<file path="src/rtl/fetch_unit.sv">
// rtl/fetch_unit.sv - instruction fetch stage: PC, imem valid/ack request, hold until accepted
// Optional macro FETCH_MISALIGN_TRAP_EN: halt on a misaligned branch target instead of masking it.
module fetch_unit #(
    parameter logic [31:0] RESET_PC = 32'h0000_0000,
    parameter int          CNT_W    = 32
) (
    input  logic             clk,
    input  logic             rst,
    output logic             imem_req,
    output logic [31:0]      imem_addr,
    input  logic             imem_ack,
    input  logic [31:0]      imem_rdata,
    output logic [31:0]      instr,
    output logic [31:0]      pc,
    output logic             instr_valid,
    input  logic             instr_ready,
    input  logic             PC_Src,
    input  logic [31:0]      ImmExt,
    output logic [CNT_W-1:0] retired_count,
    output logic             misalign
);

    typedef enum logic [1:0] {START, REQ, HOLD, HALT} state_t;

    localparam logic [31:0]      NOP     = 32'h0000_0013;
    localparam logic [CNT_W-1:0] CNT_ONE = {{(CNT_W-1){1'b0}}, 1'b1};

    state_t      state, state_next;
    logic        accept;
    logic        trap;
    logic [31:0] target_raw;
    logic [31:0] target;

    assign accept    = instr_valid && instr_ready;
    assign imem_addr = pc;

    always_comb begin
        target_raw = PC_Src ? (pc + ImmExt) : (pc + 32'd4);
`ifdef FETCH_MISALIGN_TRAP_EN
        target = target_raw;
        trap   = |target_raw[1:0];
`else
        target = target_raw & 32'hFFFF_FFFC;
        trap   = 1'b0;
`endif
    end

    always_ff @(posedge clk) begin
        if (rst) state <= START;
        else     state <= state_next;
    end

    always_comb begin
        state_next = state;
        case (state)
            START:   state_next = REQ;
            REQ:     if (imem_ack) state_next = HOLD;
            HOLD:    if (accept) state_next = trap ? HALT : REQ;
            HALT:    state_next = HALT;
            default: state_next = START;
        endcase
    end

    // Acks are only honoured in REQ, so a stray or late pulse never disturbs the held instruction.
    always_ff @(posedge clk) begin
        if (rst) begin
            pc            <= RESET_PC;
            instr         <= NOP;
            instr_valid   <= 1'b0;
            imem_req      <= 1'b0;
            retired_count <= '0;
        end else begin
            case (state)
                START: imem_req <= 1'b1;
                REQ: begin
                    if (imem_ack) begin
                        instr       <= imem_rdata;
                        instr_valid <= 1'b1;
                        imem_req    <= 1'b0;
                    end
                end
                HOLD: begin
                    if (accept) begin
                        pc            <= target;
                        instr_valid   <= 1'b0;
                        imem_req      <= !trap;
                        retired_count <= retired_count + CNT_ONE;
                    end
                end
                default: begin
                    instr_valid <= 1'b0;
                    imem_req    <= 1'b0;
                end
            endcase
        end
    end

`ifdef FETCH_MISALIGN_TRAP_EN
    logic misalign_q;

    always_ff @(posedge clk) begin
        if (rst)
            misalign_q <= 1'b0;
        else if (state == HOLD && accept && trap)
            misalign_q <= 1'b1;
    end

    assign misalign = misalign_q;
`else
    assign misalign = 1'b0;
`endif

endmodule

</file>
<file path="config.mk">
export PLATFORM = sky130hd
export DESIGN_NAME = fetch_unit
export DESIGN_NICKNAME = d
export VERILOG_FILES = /design/src/rtl/fetch_unit.sv
export SDC_FILE = /design/constraint.sdc
export NUM_CORES = 1
export LEC_CHECK = 0
export ABC_AREA = 1
export CAP_MARGIN = 5
export CORE_UTILIZATION = 49
export DETAILED_ROUTE_END_ITERATION = 16
export GPL_TIMING_DRIVEN = 0
export HOLD_SLACK_MARGIN = 0.12
export PLACE_DENSITY = 0.94
export SYNTH_ARGS = -nofsm -noshare
export SYNTH_HDL_FRONTEND = slang
export SYNTH_SLANG_ARGS = --single-unit
</file>
<file path="constraint.sdc">
create_clock -name clk -period 4 [get_ports clk]
set_clock_uncertainty 0.1 [all_clocks]
set_input_delay 1.2 -clock clk [delete_from_list [all_inputs] [get_ports clk]]
set_output_delay 1.2 -clock clk [all_outputs]
set_load 0.05 [all_outputs]
</file>
==> results.sh <==
export IMPL_critPathKind="primary input to flop"
export IMPL_post_drt_wl_per_cell_um=13.1
export IMPL_nets=1453
export IMPL_synthTopCellsByArea="dfxtp_1 (29%), nand2_1 (21%), inv_1 (10%)"
export IMPL_grt_ovfl_total=0
export IMPL_placed_cell_area_um2=8950
export IMPL_cts_sinks=98
export IMPL_setup_viol_count_final=0
export IMPL_grt_pass1_wl_mm=32.7
export IMPL_reg2reg_depth=13
export IMPL_routed_wl_mm=20.1
export IMPL_numCtsBuffers=9
export IMPL_drive_above_1_share_pct=4.93
export IMPL_outcome="finished, final reports clean"
export IMPL_final_cells=1534
export IMPL_cts_tree="built"
export IMPL_die_h_um=120
export IMPL_grt_total_usage_pct=28.2
export IMPL_htreeDepth=3
export IMPL_via_per_inst=4.90
export IMPL_leakage_nw=4.44
export IMPL_grt_pass1_vias=6832
export IMPL_io_pin_count=200
export IMPL_ys_flop_type="dfxtp_1"
export IMPL_worstSetupEndpointType="flop"
export IMPL_via_count=7519
export IMPL_min_path_type="flop to flop"
export IMPL_synth_commonest_cells="nand2_1 (384), inv_1 (186), nor2_1 (151)"
export IMPL_holdPathEnd="instr[13]$_SDFFE_PP0P_"
export IMPL_ant_nets=0
export IMPL_syn_avg_cell_area_um2=5.93
export IMPL_min_from="instr[13]$_SDFFE_PP0P_"
export IMPL_r2r_start="imem_addr[2]$_SDFFE_PP0P_"
export IMPL_power_density_nw_per_um2=250
export IMPL_syn_area_um2=6800
export IMPL_cp_required_ps=4160
export IMPL_num_rows=42
export IMPL_grt_max_degree=18
export IMPL_yosys_area_top_type="dfxtp_1"
export IMPL_setup_slack_ps=191
export IMPL_maxCapViolCount=0
export IMPL_p_total_mw=2.31
export IMPL_die_w_um=120
export IMPL_yosysSeqAreaShare_pct=28.9
export IMPL_core_um2=13400
export IMPL_hold_ws_ps=363
export IMPL_fin_crit_sh_pct=95.2
export IMPL_drc=0
export IMPL_finish_instance_area_um2=9250
export IMPL_synth_distinct_cells=34
export IMPL_yosysMostFrequentCell="nand2_1"
export IMPL_rsz0062_at_grt="false"
export IMPL_synthArstFlopShare_pct=0
export IMPL_placed_cells=1518
export IMPL_worstPathArrival_ps=3970
export IMPL_globalplace_congestion=0.978
export IMPL_synth_edf_count=0
export IMPL_hold_path_depth=2
export IMPL_synth_warnings=0
export IMPL_portBuffers=192
export IMPL_synth_top_area_share_pct=28.9
export IMPL_r2r_end="imem_addr[30]$_SDFFE_PP0P_"
export IMPL_path_clk_slew_ps=70
export IMPL_r2r_slack_ps=1530
export IMPL_first_pass_iters=5
export IMPL_pre_cts_slack_ps=-455
export IMPL_tightest_slew_ps=723
export IMPL_die_area_um2=14300
export IMPL_clock_latency_ps=360
export IMPL_hold_violations=0
export IMPL_fmax_mhz=263
export IMPL_antenna_cells=0
export IMPL_ys_ff_latch=98
export IMPL_utilization_pct=69.0
export IMPL_root_buffer="clkbuf_16"
export IMPL_cts_path_max_buffers=2
export IMPL_period_needed_ps=3810
export IMPL_syn_inst=1146
export IMPL_maxSlewViolCount=0
export IMPL_ir_worst_vdd_mv=0.276
export IMPL_worstPathMaxFanout=10
export IMPL_initial_utilization_pct=50.7
export IMPL_drtIter0Drc=625
export IMPL_dp_hpwl_mm=15.7
export IMPL_relSlewSlack_pct=51.8
export IMPL_critPathLaunchType="primary input"
export IMPL_area_growth_pct=36.0
export IMPL_antenna_found_initial=0
export IMPL_fin_setup_tns_ps=0
export IMPL_hold_buffers=0
[cell type report]
type,count,area [um2]
tap,176,220
buffer,63,377
inverter,187,702
timing repair buffer,192,1920
clock buffer,10,239
sequential,98,1960
fill,1191,4150
clock inverter,6,48.8
multi-input combinational,802,3780
[state kept, by name, indices dropped and copies added, names as in the netlist]
| register | cells |
|---|---|
| instr | 32 |
| retired_count | 32 |
| imem_addr | 30 |
| state | 2 |
| imem_req | 1 |
| instr_valid | 1 |
[cells in the final DEF (no fill, tap or decap), drive strengths merged, types with 3 or more instances in the layout]
cell | synthesis | routed
nand3 | 54 | 54
clkdlybuf4s50 | 0 | 192
xnor2 | 8 | 8
nand2 | 384 | 384
nor3b | 3 | 3
buf | 41 | 41
clkbuf | 22 | 32
nand4 | 11 | 11
xor2 | 16 | 16
o21ai | 30 | 30
dfxtp | 98 | 98
a21oi | 70 | 70
nor2 | 154 | 154
nor3 | 19 | 19
ha | 30 | 30
o21bai | 6 | 6
conb | 1 | 5
inv | 187 | 189
[logic make-up (layout without fill, tap and decap cells)]
family / after synthesis / in the layout / synth area share [%]
AO/OA/AOI/OAI: 113 / 113 / 8.76
adder cells (fa/ha/maj): 31 / 31 / 5.82
other: 1 / 5 / 0.0552
buffers and inverters: 250 / 458 / 15.8
AND/OR/NAND/NOR: 629 / 629 / 37.6
XOR/XNOR: 24 / 24 / 3.09
flip-flops: 98 / 98 / 28.9
[timing repair]
item / 4_1_cts / 5_1_grt
setup endpoints to repair: 3 / 11
resized for setup: 1 / 4
buffers inserted: 0 / 0
[worst max path at each step]
stage,start,end,cells after the start
after floorplan,PC_Src,imem_addr[30]$_SDFFE_PP0P_,15
after global placement,PC_Src,imem_addr[30]$_SDFFE_PP0P_,16
after detailed placement,PC_Src,imem_addr[30]$_SDFFE_PP0P_,16
after CTS,PC_Src,imem_addr[30]$_SDFFE_PP0P_,16
after global routing,PC_Src,imem_addr[30]$_SDFFE_PP0P_,16
final,PC_Src,imem_addr[30]$_SDFFE_PP0P_,16
[power by group]
group / switching (mW) / total, mW / internal (mW)
clock network: 0.419 / 0.866 / 0.446
registers: 0.0170 / 1.02 / 1.00
logic: 0.262 / 0.429 / 0.167
[worst max-delay path: stages]
cell             delay (ps)
clkdlybuf4s50_1         500
clkbuf_2                250
clkbuf_2                300
nand2_1                 100
inv_1                    80
ha_1                    280
nand2_1                 130
inv_1                    60
a21oi_1                 260
nand3_1                 330
nand2_1                 190
nand2_1                  60
nand2_1                  50
nand3_1                  60
nand2_1                  70
inv_1                    40
[layer usage]
metal / track usage [%] / share of wire, % / vias to the layer above
met5: 0 / 0 / -
met4: 9.92 / 2.8 / 0
met3: 5.47 / 7.0 / 46
met2: 47.0 / 46 / 293
met1: 36.2 / 44 / 3299
li1: - / - / 3881
No activity file was read; power rests on OpenSTA's default activity.
